## src/rtl/tx_fifo.sv

```systemverilog
`timescale 1ns/1ps
// tx_fifo: first-word fall-through transmit FIFO between a bus write port
// and the transmit logic.
//
// Ports
//   PCLK       rising-edge clock
//   CLEAR_B    asynchronous active-low reset
//   PSEL       bus select
//   PWRITE     bus write strobe (a select without it is a bus read, ignored)
//   PWDATA     write data from the bus
//   TxRDY      transmit logic takes the head word this cycle
//   TxDATA     head-of-FIFO word (valid while TxVALID)
//   TxVALID    FIFO not empty
//   TxFULL     all DEPTH entries occupied
//   SSPTXINTR  occupancy at or below DEPTH/2
//   COUNT      current occupancy
//   OVRERR     sticky: a write was attempted while full
module tx_fifo #(
  parameter int unsigned DEPTH = 4,
  parameter int unsigned WIDTH = 8
) (
  input  logic                   PCLK,
  input  logic                   CLEAR_B,
  input  logic                   PSEL,
  input  logic                   PWRITE,
  input  logic [WIDTH-1:0]       PWDATA,
  input  logic                   TxRDY,
  output logic [WIDTH-1:0]       TxDATA,
  output logic                   TxVALID,
  output logic                   TxFULL,
  output logic                   SSPTXINTR,
  output logic [$clog2(DEPTH):0] COUNT,
  output logic                   OVRERR
);

  localparam int unsigned AW   = $clog2(DEPTH);
  localparam int unsigned HALF = DEPTH / 2;
  localparam logic [AW:0] FULL_CNT = DEPTH[AW:0];
  localparam logic [AW:0] HALF_CNT = HALF[AW:0];

  logic [WIDTH-1:0] mem_q [DEPTH];
  logic [AW-1:0]    wp_q, wp_d;
  logic [AW-1:0]    rp_q, rp_d;
  logic [AW:0]      count_q, count_d;
  logic             ovr_q, ovr_d;
  logic             wre, rde, full, empty;

  assign full  = (count_q == FULL_CNT);
  assign empty = (count_q == '0);

  always_comb begin
    // A write while full is dropped even if a read frees a slot on the same edge.
    wre     = PSEL && PWRITE && !full;
    rde     = !empty && TxRDY;
    wp_d    = wp_q;
    rp_d    = rp_q;
    count_d = count_q;
    ovr_d   = ovr_q | (PSEL && PWRITE && full);
    if (wre) wp_d = wp_q + 1'b1;
    if (rde) rp_d = rp_q + 1'b1;
    case ({wre, rde})
      2'b10:   count_d = count_q + 1'b1;
      2'b01:   count_d = count_q - 1'b1;
      default: count_d = count_q;
    endcase
  end

  always_ff @(posedge PCLK or negedge CLEAR_B) begin
    if (!CLEAR_B) begin
      wp_q    <= '0;
      rp_q    <= '0;
      count_q <= '0;
      ovr_q   <= 1'b0;
    end else begin
      wp_q    <= wp_d;
      rp_q    <= rp_d;
      count_q <= count_d;
      ovr_q   <= ovr_d;
    end
  end

  // Storage is not reset; occupancy tracking alone defines which cells are live.
  always_ff @(posedge PCLK) begin
    if (CLEAR_B && wre) mem_q[wp_q] <= PWDATA;
  end

  assign TxDATA    = mem_q[rp_q];
  assign TxVALID   = !empty;
  assign TxFULL    = full;
  assign SSPTXINTR = (count_q <= HALF_CNT);
  assign COUNT     = count_q;
  assign OVRERR    = ovr_q;

endmodule

```

## config.mk

```make
export PLATFORM = sky130hd
export DESIGN_NAME = tx_fifo
export DESIGN_NICKNAME = d
export VERILOG_FILES = /design/src/rtl/tx_fifo.sv
export SDC_FILE = /design/constraint.sdc
export NUM_CORES = 1
export LEC_CHECK = 0
export ABC_CLOCK_PERIOD_IN_PS = 2009
export CAP_MARGIN = 0
export CORE_ASPECT_RATIO = 0.8
export CORE_MARGIN = 1
export CORE_UTILIZATION = 35
export DETAILED_ROUTE_END_ITERATION = 8
export GPL_TIMING_DRIVEN = 0
export HOLD_SLACK_MARGIN = 0.05
export PLACE_DENSITY = 0.55
export SYNTH_ARGS = -nofsm -noshare
export SYNTH_HDL_FRONTEND = slang
export SYNTH_SLANG_ARGS = --single-unit
```

## constraint.sdc

```tcl
create_clock -name PCLK -period 2.01 [get_ports PCLK]
set_input_delay 0.402 -clock PCLK [delete_from_list [all_inputs] [get_ports PCLK]]
set_output_delay 0.402 -clock PCLK [all_outputs]
set_load 0.02 [all_outputs]
```

==> flow_metrics.env, run 1 <==
export IMPL_synth_xor_xnor_area_share_pct=3.21
export IMPL_relSlewSlack_pct=68.2
export IMPL_root_buffer="clkbuf_8"
export IMPL_cts_buffers=5
export IMPL_io_pins=28
export IMPL_synthAdderAreaFrac_pct=5.05
export IMPL_cts_sink_count=40
export IMPL_worstPathRequired_ns=2.22
export IMPL_p_per_area_nw_per_um2=1400
export IMPL_fin_nets=141
export IMPL_design_core_area_um2=4340
export IMPL_start_kind="flop"
export IMPL_numPortBuffers=27
export IMPL_clk_pin_slew_worst_paths_ns=0.08
export IMPL_r2r_start="COUNT[0]"
export IMPL_utilization_pct=49.0
export IMPL_synth_mux_area_share_pct=12.5
export IMPL_post_dp_hpwl_mm=1.79
export IMPL_avgViaCountPerCell=4.62
export IMPL_ys_top_cells_by_count="edfxtp_1 (32), dfrtp_1 (8), mux4_2 (8)"
export IMPL_ys_warn_count=0
export IMPL_h_tree_depth=2
export IMPL_initial_core_util_pct=37.7
export IMPL_synth_edff_count=32
export IMPL_fin_area_um2=2130
export IMPL_worstPathCellList="nor3b_4, nor2_4, inv_2, ha_4, inv_2, fa_2, xor2_1, nor2_1, xor2_1"
export IMPL_crit_type="reg2reg"
export IMPL_max_stage_delay_ns=0.46
export IMPL_hold_path_class="in2async"
export IMPL_via_count=831
export IMPL_drive_gt1_share_pct=39.0
export IMPL_synth_area_leaders="edfxtp_1 (59%), dfrtp_1 (12%), mux4_2 (11%)"
export IMPL_setup_viol=0
export IMPL_drv_slew=0
export IMPL_cp_end_kind="flop"
export IMPL_synth_most_common_cell="edfxtp_1"
export IMPL_wl_per_cell_um=15.1
export IMPL_synth_top_cell_by_area="edfxtp_1"
export IMPL_r2r_setup_slack_ns=0.06
export IMPL_synth_simple_gate_area_share_pct=4.82
export IMPL_synth_top_family_by_area="multiplexers"
export IMPL_crit_fanout=6
export IMPL_die_y_um=63.1
export IMPL_grt_max_degree=14
export IMPL_placed_cell_area_um2=1990
export IMPL_die_w_um=78.4
export IMPL_place_gp_congestion=0.705
export IMPL_tightest_slew_ns=0.475
export IMPL_synth_compound_area_share_pct=1.45
export IMPL_synth_async_reset_ratio_pct=20.0
export IMPL_die_area_um2=4950
export IMPL_power_leakage_nw=0.788
export IMPL_grt_overflow=0
export IMPL_syn_inst=83
export IMPL_status="complete, no violations"
export IMPL_fin_skew_ns=0.00641
export IMPL_crit_arrival_ns=2.17
export IMPL_postRouteAntennaNets=0
export IMPL_antenna_found_initial=0
export IMPL_postSynthAreaPerCell_um2=19.7
export IMPL_cts_tree="yes"
export IMPL_timing_fmax_ghz=0.512
export IMPL_rsz0062_at_grt="true"
export IMPL_period_share_pct=97.2
export IMPL_route_detailed_drc=0
export IMPL_ys_seq_area_share_pct=71.0
export IMPL_ys_seq_elements=40
export IMPL_p_total_w=0.00297
export IMPL_peakVddDrop_mv=0.639
export IMPL_synth_main_ff_cell="edfxtp_1"
export IMPL_rows=21
export IMPL_r2r_worst_path_cells=9
export IMPL_grt_pass1_vias=876
export IMPL_cpMaxStageDelayCell="dfrtp_2"
export IMPL_wl_mm=2.71
export IMPL_hold_viol_final=0
export IMPL_fillCellCount=375
export IMPL_area_growth_pct=30.0
export IMPL_min_period_ns=1.95
export IMPL_drt_initial_drc_count=23
export IMPL_syn_nets=102
export IMPL_grtUsageTotal_pct=12.6
export IMPL_synth_distinct_cells=21
export IMPL_synth_top_area_share_pct=58.8
export IMPL_cts_path_max_buffers=2
export IMPL_grt_pass1_wl_mm=4.31
export IMPL_timing_rr_end="COUNT[2]"
export IMPL_dr_pass1_iters=4
export IMPL_clock_latency_ns=0.29
export IMPL_cap_violations=0
export IMPL_syn_area_um2=1640
export IMPL_n_antenna_cell=0
what timing repair did:
item                       4_1_cts  5_1_grt
buffers inserted                 2        4
setup endpoints to repair       11        7
hold buffers                     0        0
pin swaps                        1        5
cloned                           0        0
resized for setup               32        8
logic make-up (layout without fill, tap and decap cells):
group,after synthesis,after routing
DFF,40,40
buffers and inverters,8,48
muxes,10,10
AOI/OAI and AO/OA,3,3
and+or+nand+nor,10,10
adders and majority gates,6,6
xor gates and xnor gates,6,6
worst max-delay path by stage:
| stage | cells past startpoint | to | slack (ns) | from |
|---|---|---|---|---|
| finish | 9 | COUNT[2] | 0.06 | COUNT[0] |
| global route | 9 | COUNT[2] | -0.04 | COUNT[0] |
| CTS | 3 | TxDATA[6] | 0.003 | rp_q[0] |
| detailed placement | 10 | COUNT[2] | -0.19 | PWRITE |
| global placement | 10 | COUNT[2] | -0.16 | PSEL |
| floorplan | 9 | COUNT[2] | -0.03 | COUNT[0] |
registers in the layout (all words and copies together) (netlist names):
signal  count
OVRERR      1
wp_q        2
rp_q        2
COUNT       3
mem_q      32
final cells by class:
type	count	area, um^2	area share (%)
tap	57	71.3	3.35
clock inverter	2	38.8	1.82
multi-input combinational	35	458	21.5
buffer	1	15.0	0.706
timing repair buffer	33	273	12.8
clock buffer	6	82.6	3.88
sequential	40	1160	54.8
inverter	6	22.5	1.06
metal layers:
metal | track usage (%) | routed length [um]
met1 | 14.4 | 1230
met2 | 20.4 | 1310
met3 | 4.35 | 101
met4 | 7.64 | 65
met5 | 0 | 0
power by group:
group | total (W) | internal, W | switching [W] | leakage [nW]
clock | 0.000681 | 0.000406 | 0.000275 | 0.0614
sequential | 0.00116 | 0.00103 | 0.000139 | 0.378
combinational | 0.00113 | 0.000584 | 0.000544 | 0.349
per-stage QoR:
stage | worst slack (ns) | hold WS, ns | TNS, ns | std cells
after detailed placement | -0.188 | 0.459 | -1.42 | 167
after global placement | -0.155 | 0.448 | -1.15 | 167
after global routing | -0.0386 | 0.459 | -0.0386 | 180
final | 0.0562 | 0.432 | 0 | 180
after floorplan | -0.0277 | 0.106 | -0.0277 | 83
after CTS | 0.00305 | 0.446 | 0 | 176
worst max-delay path: cells and delay by family (launching register included):
kind,cells,cell delay [ns]
and+or+nand+nor,3,0.52
adders and majority gates,2,0.49
DFF,1,0.46
xor gates and xnor gates,2,0.30
buffers and inverters,2,0.11
cells in the final DEF (no fill, tap or decap), types with 2 or more instances in the layout:
cell type	n
buf_2	8
dfrtp_2	3
edfxtp_1	32
inv_1	4
buf_4	6
xnor2_1	3
nand2_1	2
mux4_2	8
dfrtp_1	5
clkdlybuf4s50_1	17
inv_2	2
dlygate4sd2_1	2
xor2_1	3
clkbuf_8	6
ha_1	4
and3_2	4
Note: power is estimated with default switching activity, not from simulation.
==> inputs of run 2 (changes only) <==
--- a/config.mk
+++ b/config.mk
@@ -9,11 +9,12 @@
 export CAP_MARGIN = 0
 export CORE_ASPECT_RATIO = 0.8
 export CORE_MARGIN = 1
-export CORE_UTILIZATION = 35
+export CORE_UTILIZATION = 60
 export DETAILED_ROUTE_END_ITERATION = 8
+export DONT_BUFFER_PORTS = 1
 export GPL_TIMING_DRIVEN = 0
 export HOLD_SLACK_MARGIN = 0.05
-export PLACE_DENSITY = 0.55
+export PLACE_DENSITY = 0.74
 export SYNTH_ARGS = -nofsm -noshare
 export SYNTH_HDL_FRONTEND = slang
 export SYNTH_SLANG_ARGS = --single-unit
==> flow_metrics.env, run 2 (synthesized netlist as in run 1, its figures left out) <==
export IMPL_top_register="mem_q"
export IMPL_dp_slack_ns=-0.173
export IMPL_most_common_layout_cells="edfxtp_1 (32), mux4_2 (8), dfrtp_1 (5), clkbuf_4 (5)"
export IMPL_regArea_um2=1160
export IMPL_p_sw_share_pct=35.8
export IMPL_grt_pass1_vias=823
export IMPL_fin_skew_ns=0.00786
export IMPL_peakVddDrop_mv=0.769
export IMPL_die_area_um2=2940
export IMPL_place_gp_congestion=0.670
export IMPL_cap_violations=0
export IMPL_tightest_slew_ns=0.457
export IMPL_setup_viol=1
export IMPL_die_y_um=48.7
export IMPL_wl_mm=2.45
export IMPL_via_count=718
export IMPL_p_comb_share_pct=32.4
export IMPL_area_growth_pct=9.10
export IMPL_n_antenna_cell=0
export IMPL_design_core_area_um2=2520
export IMPL_avgViaCountPerCell=5.57
export IMPL_p_sw_w=0.000863
export IMPL_route_detailed_drc=0
export IMPL_cts_sink_count=40
export IMPL_grt_max_degree=13
export IMPL_h_tree_depth=2
export IMPL_clk_pin_slew_worst_paths_ns=0.11
export IMPL_dr_pass1_iters=2
export IMPL_final_common_cell="edfxtp_1"
export IMPL_cts_path_max_buffers=2
export IMPL_cp_end_kind="flop"
export IMPL_period_share_pct=104
export IMPL_postRouteAntennaNets=0
export IMPL_cts_tree="yes"
export IMPL_fin_nets=111
export IMPL_violations="setup timing"
export IMPL_crit_fanout=7
export IMPL_rows=16
export IMPL_hold_path_class="in2reg"
export IMPL_crit_arrival_ns=2.36
export IMPL_fin_ws_ns=-0.0805
export IMPL_pwr_share_seq_pct=50.7
export IMPL_worstPathRequired_ns=2.28
export IMPL_fillCellCount=176
export IMPL_intPower_w=0.00155
export IMPL_largest_register_ffs=32
export IMPL_numPortBuffers=0
export IMPL_min_period_ns=2.09
export IMPL_rsz0062_at_grt="true"
export IMPL_root_buffer="clkbuf_4"
export IMPL_p_per_area_nw_per_um2=1350
export IMPL_drt_initial_drc_count=17
export IMPL_wl_per_cell_um=19.0
export IMPL_hold_viol_final=0
export IMPL_grt_overflow=0
export IMPL_status="finished with violations"
export IMPL_start_kind="flop"
export IMPL_relSlewSlack_pct=69.7
export IMPL_clkPwrFrac_pct=16.9
export IMPL_drv_slew=0
export IMPL_post_dp_hpwl_mm=1.68
export IMPL_multi_input_area_um2=458
export IMPL_die_w_um=60.4
export IMPL_grtUsageTotal_pct=20.0
export IMPL_hold_ws_ns=0.150
export IMPL_grt_pass1_wl_mm=3.98
export IMPL_clock_latency_ns=0.34
export IMPL_initial_core_util_pct=64.8
export IMPL_cts_buffers=5
export IMPL_timing_fmax_ghz=0.478
export IMPL_antenna_found_initial=0
export IMPL_r2r_setup_slack_ns=-0.08
export IMPL_power_leakage_nw=0.636
export IMPL_drive_gt1_share_pct=38.7
export IMPL_io_pins=28
export IMPL_crit_type="reg2reg"
-- run 2: timing repair --
action | CTS | global route
buffers inserted | 1 | 1
pin swaps | 3 | 4
hold buffers | 1 | 0
gates resized for setup | 2 | 2
endpoints found under the hold margin | 8 | 0
endpoints found under the setup margin | 10 | 10
-- run 2: power by group through the flow --
stage          registers, W  logic, W  clock network [W]
5_1_grt             0.00124  0.000861           0.000455
3_3_place_gp        0.00120  0.000776                  0
4_1_cts             0.00119  0.000813           0.000426
6_report            0.00122  0.000780           0.000408
3_5_place_dp        0.00121  0.000791                  0
2_1_floorplan       0.00118  0.000693                  0
-- run 2: worst paths after layout --
path / cells past startpoint / from / endpoint
worst max register to register: 9 / COUNT[0] / COUNT[2]
worst min-delay path: 0 / PWDATA[2] / mem_q[2][2]
worst max-delay path: 9 / COUNT[0] / COUNT[2]
max in group asynchronous: 1 / CLEAR_B / COUNT[1]
min in group asynchronous: 1 / CLEAR_B / rp_q[0]
worst min register to register: 1 / wp_q[1] / wp_q[1]
-- run 2: worst max-delay path, cell delays in order, from the launching register on --
cell     delay [ns]
dfrtp_2        0.52
nor3b_4        0.45
nor2_4         0.05
inv_2          0.08
ha_4           0.13
inv_2          0.03
fa_2           0.33
xor2_1         0.15
nor2_1         0.13
xor2_1         0.15
-- run 2: through the flow --
stage / utilization [%] / power, W / instances / instance area, um^2 / TNS, ns
global placement: 67.0 / 0.00197 / 119 / 1690 / -0.163
finish: 70.7 / 0.00241 / 129 / 1780 / -0.0805
floorplan: - / 0.00187 / 83 / 1640 / -0.0277
detailed placement: 67.0 / 0.00200 / 119 / 1690 / -0.221
global route: 70.7 / 0.00256 / 129 / 1780 / -0.213
CTS: 70.2 / 0.00243 / 129 / 1770 / -0.113
-- run 2: cell type report --
class	instances	area share (%)
Clock inverter	2	0.561
Timing Repair Buffer	3	1.40
Multi-Input combinational cell	35	25.7
Clock buffer	6	2.88
Tap cell	36	2.52
Inverter	6	1.26
Buffer	1	0.421
Sequential cell	40	65.3
-- run 2: layer usage --
layer | up-vias | global-route usage, % | wire length [um]
met5 | - | 0 | 0
met4 | 0 | 8.14 | 23
met3 | 3 | 7.49 | 156
met2 | 20 | 28.9 | 1190
met1 | 362 | 27.4 | 1080
li1 | 333 | - | -
==> edit 1, RTL diff (settings of run 2) <==
`WIDTH`: 8 -> 6.
--- a/src/rtl/tx_fifo.sv
+++ b/src/rtl/tx_fifo.sv
@@ -17,7 +17,7 @@
 //   OVRERR     sticky: a write was attempted while full
 module tx_fifo #(
   parameter int unsigned DEPTH = 4,
-  parameter int unsigned WIDTH = 8
+  parameter int unsigned WIDTH = 6
 ) (
   input  logic                   PCLK,
   input  logic                   CLEAR_B,
Interface: changed (resized PWDATA and TxDATA); port bits go from 28 to 24. The function was not compared with the original's and may differ.
==> edit 1 against run 2 <==
  * The flow still finishes with violations (negative setup slack)
  * Die area shrank 17%
  * Final area is 17% lower
  * Synthesized cell count shrank 11%
  * Area after synthesis down 18%
  * Worst setup slack lost 0.033 ns
  * Utilization is 3.5 points higher
  * Power fell by 15%
  * Sequential cell count down 8
  * Clock power is 19% lower
  * Wire length shrank 17%
  * Critical path type unchanged
==> edit 1: results (changes against run 2) <==
| Metric | Value |
|---|---|
| Status | finished, violations left (unchanged) |
| Failing checks | negative setup slack (unchanged) |
| Placer Congestion | 0.657 (was 0.670) |
| Via density | 5.86 (was 5.57) |
| Max reg flops | 24 (was 32) |
| Global-route wire length before repair | 2.99 mm (was 3.98 mm) |
| Top post-synthesis cells by count | edfxtp_1, dfrtp_1, inv_1, mux4_2, ha_1 (was edfxtp_1, dfrtp_1, mux4_2, inv_1, ha_1) |
| Layout cells sized above 1 | 38.4% (was 38.7%) |
| Pin slew with the least headroom to its limit | 0.454 ns (was 0.457 ns) |
| Ranking of synthesized cells by area | edfxtp_1, dfrtp_1, mux4_2 (unchanged) |
| Clk_lat worst skew | 0.32 ns (was 0.34 ns) |
| Global-route usage over all layers | 20.1% (was 20.0%) |
| Critical Path AT | 2.38 ns (was 2.36 ns) |
| DR iter-0 viols | 7 (was 17) |
| Worst ir drop on vdd | 0.000964 V (was 0.000769 V) |
| Post-synthesis mux area share | 11.1% (was 12.5%) |
| Async S/R FF share, synth | 25.0% (was 20.0%) |
| Synth Area in Compound Gates | 2.14% (was 1.45%) |
| Vias in the first global route | 620 (was 823) |
| Final setup fails | 1 (unchanged) |
| Worst setup slack after layout | -0.114 ns (was -0.0805 ns) |
| P_leak | 0.548 nW (was 0.636 nW) |
| Xor/xnor share of the synthesized area | 3.90% (was 3.21%) |
| Clock skew | 0.00351 ns (was 0.00786 ns) |
| Pre-CTS WS | -0.195 ns (was -0.173 ns) |
| FILL cells | 121 (was 176) |
| Vias | 645 (was 718) |
| Layout net count | 102 (was 111) |
| Detailed Place HPWL | 1.37 mm (was 1.68 mm) |
| Initial DRT Pass Iterations | 4 (was 2) |
| Final wirelength | 2.05 mm (was 2.45 mm) |
| Syn Nets | 91 (was 102) |
| Pin count of the biggest net entering global routing | 11 (was 13) |
| Seq/Total Area, Yosys | 68.3% (was 71.0%) |
==> edit 1: power by group <==
| group | internal, mW | switching, mW | total (mW) |
|---|---|---|---|
| combinational | 0.332 | 0.404 | 0.737 |
| clock | 0.128 | 0.201 | 0.329 |
| sequential | 0.832 | 0.160 | 0.992 |
| total | 1.29 | 0.765 | 2.06 |
==> edit 1: routing by layer <==
| layer | track usage, % | vias to the layer above | wire, µm |
|---|---|---|---|
| met5 | 0 | - | 0 |
| met4 | 9.00 | 0 | 58 |
| met3 | 11.3 | 10 | 143 |
| met2 | 27.5 | 23 | 949 |
| met1 | 26.2 | 318 | 893 |
| li1 | - | 294 | - |
==> edit 1: logic make-up after synthesis <==
family | count (synthesis)
buf+inv | 8
fa+ha+maj | 6
xor+xnor | 6
mux | 7
compound gates | 4
flops | 32
simple gates | 11
==> edit 1: metrics by stage <==
stage               utilization [%]  power [mW]
floorplan                         -        1.58
global placement               69.4        1.67
detailed placement             69.4        1.70
CTS                            73.2        2.05
global route                   74.2        2.19
finish                         74.2        2.06
==> edit 1: repair_timing <==
item,4_1_cts,5_1_grt
setup buffers,2,1
hold buffers,1,0
hold endpoints to repair,8,0
gates cloned,0,0
endpoints found under the setup margin,2,8
gates resized for setup,2,3
pin swaps,4,3
==> edit 1: cell type report <==
cell class,instances,area share [%]
inverters,6,1.52
clock inverters,3,0.928
flip-flops and latches,32,62.4
clock buffers,5,2.53
well taps,24,2.03
plain buffers,2,0.759
repair buffers,4,2.19
multi-input cells,34,27.7
==> edit 1: worst max-delay path: cells and delay by family (launching register included) <==
kind | cells | cell delay [ns]
and+or+nand+nor | 3 | 0.66
DFF | 1 | 0.51
adders and majority gates | 2 | 0.47
xor gates and xnor gates | 2 | 0.29
buffers and inverters | 2 | 0.12
==> edit 1: worst paths after layout <==
kind,from,slack [ns],end,cells past startpoint
worst max-delay path,COUNT[1],-0.11,COUNT[2],9
worst min-delay path,PWDATA[3],0.17,mem_q[2][3],0
worst max register to register,COUNT[1],-0.11,COUNT[2],9
worst min register to register,wp_q[1],0.59,wp_q[1],1
max in group asynchronous,CLEAR_B,1.28,COUNT[1],1
min in group asynchronous,CLEAR_B,0.43,rp_q[0],1
==> edit 2, RTL diff (flow settings as in run 2) <==
Without the edit above. Put a register stage on the outputs `TxDATA` and `SSPTXINTR`, with the module's reset. The values now appear one clock later. The other outputs are not delayed to match.
--- a/src/rtl/tx_fifo.sv
+++ b/src/rtl/tx_fifo.sv
@@ -84,10 +84,17 @@
     if (CLEAR_B && wre) mem_q[wp_q] <= PWDATA;
   end
 
-  assign TxDATA    = mem_q[rp_q];
   assign TxVALID   = !empty;
   assign TxFULL    = full;
-  assign SSPTXINTR = (count_q <= HALF_CNT);
+  always_ff @(posedge PCLK or negedge CLEAR_B) begin
+    if (!CLEAR_B) begin
+      TxDATA    <= '0;
+      SSPTXINTR <= '0;
+    end else begin
+      TxDATA    <= mem_q[rp_q];
+      SSPTXINTR <= (count_q <= HALF_CNT);
+    end
+  end
   assign COUNT     = count_q;
   assign OVRERR    = ovr_q;
 
Function: changed (a bounded check fails within 4 cycles, from zero or initial values).
==> edit 2 against run 2 <==
  * The flow still finishes with violations (negative setup slack)
  * Via count increased by 13%
  * Worst setup slack got worse by 0.057 ns
  * Final area increased by 16%
  * Area after synthesis increased by 14%
  * Power increased by 21%
  * Sequential cell count increased by 9
  * Combinational power decreased by 5.4%
  * Wire length increased by 13%
  * Sequential power increased by 32%
==> edit 2: results (changes against run 2) <==
| Metric | Value |
|---|---|
| Placer Congestion | 0.645 (was 0.670) |
| Pre-CTS WS | -0.206 ns (was -0.173 ns) |
| Hold worst-path end | mem_q[1][1] (was mem_q[2][2]) |
| Reg2reg setup slack | -0.14 ns (was -0.08 ns) |
| GR Util met1 | 23.9% (was 27.4%) |
| Final wirelength | 2.78 mm (was 2.45 mm) |
| Hold depth | 0 (unchanged) |
| Reg clk slew, reported paths | 0.08 ns (was 0.11 ns) |
| Status | finished, violations left (unchanged) |
| Seq/Total Area, Yosys | 74.5% (was 71.0%) |
| Clk_lat worst skew | 0.30 ns (was 0.34 ns) |
| P_leak | 0.761 nW (was 0.636 nW) |
| Via density | 5.66 (was 5.57) |
| Layout net count | 123 (was 111) |
| DR iter-0 viols | 27 (was 17) |
| Async S/R FF share, synth | 34.7% (was 20.0%) |
| Average cell area after synthesis | 20.2 µm² (was 19.7 µm²) |
| Layout cells sized above 1 | 36.2% (was 38.7%) |
| Worst min path class | in -> reg (unchanged) |
| Final setup fails | 2 (was 1) |
| Top post-synthesis cells by count | edfxtp_1, dfrtp_1, mux4_2, inv_1, ha_1 (unchanged) |
| Global-route usage over all layers | 20.2% (was 20.0%) |
| Worst setup slack after layout | -0.137 ns (was -0.0805 ns) |
| Worst Hold Margin | 0.192 ns (was 0.150 ns) |
| Worst hold path startpoint | PWDATA[1] (was PWDATA[2]) |
| Met1 WL | 1.10 mm (was 1.08 mm) |
| Top_reg_cell synth | edfxtp_1 (unchanged) |
| Top layer in use | met4 (unchanged) |
| GR Util met3 | 9.87% (was 7.49%) |
| Critical Path AT | 2.36 ns (about the same) |
| Vias in the first global route | 829 (was 823) |
| Root Driver | clkbuf_8 (was clkbuf_4) |
| FILL cells | 174 (was 176) |
| Reg2reg path depth | 9 (unchanged) |
| H-tree Lvls | 2 (unchanged) |
| DR WL met2 | 1.43 mm (was 1.19 mm) |
| Ranking of synthesized cells by area | edfxtp_1, dfrtp_1, mux4_2 (unchanged) |
| Worst ir drop on vdd | 0.000771 V (was 0.000769 V) |
| Met3 Wirelength | 195 µm (was 156 µm) |
| Vias | 809 (was 718) |
| Met2 Usage GRT | 32.1% (was 28.9%) |
| Detailed Place HPWL | 1.77 mm (was 1.68 mm) |
| Pin count of the biggest net entering global routing | 18 (was 13) |
| Global-route wire length before repair | 4.33 mm (was 3.98 mm) |
| Placed insts | 130 (was 119) |
| N_diodes | 0 (unchanged) |
| Clock skew | 0.00468 ns (was 0.00786 ns) |
| Failing checks | negative setup slack (unchanged) |
| Switch Pwr | 0.967 mW (was 0.863 mW) |
| Initial antenna violation count | 0 (unchanged) |
| Port Buffers | 0 (unchanged) |
| Largest stage delay, worst path | 0.51 ns |
| Syn Nets | 111 (was 102) |
| Pin slew with the least headroom to its limit | 0.779 ns (was 0.457 ns) |
[edit 2: cells by family (layout without fill, tap and decap cells)]
kind of cell,after synthesis,in the layout,synth area share (%)
AO/OA/AOI/OAI,3,3,1.28
XOR/XNOR,6,6,2.82
adder cells (fa/ha/maj),6,6,4.44
buffers and inverters,8,21,1.68
flip-flops,49,49,74.5
multiplexers,10,10,11.0
AND/OR/NAND/NOR,10,10,4.24
[edit 2: per-stage QoR]
stage / cell area (µm²) / setup TNS, ns
floorplan: 1870 / -0.0269
detailed placement: 1920 / -0.292
CTS: 2030 / -0.194
global route: 2070 / -0.275
global placement: 1920 / -0.150
finish: 2070 / -0.142
[edit 2: power by group through the flow]
stage	registers [mW]	clock network, mW	logic (mW)
2_1_floorplan	1.60	0	0.543
3_3_place_gp	1.62	0	0.623
6_report	1.61	0.573	0.738
5_1_grt	1.63	0.623	0.811
3_5_place_dp	1.64	0	0.663
4_1_cts	1.62	0.593	0.688
[edit 2: final cells by class]
type | instances | area [µm²] | share of cell area [%]
repair buffers | 5 | 40.0 | 1.94
clock buffers | 8 | 90.1 | 4.36
plain buffers | 2 | 8.76 | 0.424
flip-flops and latches | 49 | 1390 | 67.3
multi-input cells | 35 | 468 | 22.6
well taps | 38 | 47.5 | 2.30
inverters | 6 | 22.5 | 1.09
[edit 2: timing repair]
item / in CTS / in global routing
setup endpoints to repair: 2 / 2
setup buffers: 2 / 2
pin swaps: 3 / 3
hold buffers: 1 / 0
endpoints found under the hold margin: 17 / 0
gates resized for setup: 1 / 4
[edit 2: critical path, delay by kind of cell (launching register included)]
kind | cells | cell delay, ns
simple gates | 3 | 0.64
buf+inv | 2 | 0.11
xor+xnor | 2 | 0.32
flops | 1 | 0.51
fa+ha+maj | 2 | 0.48
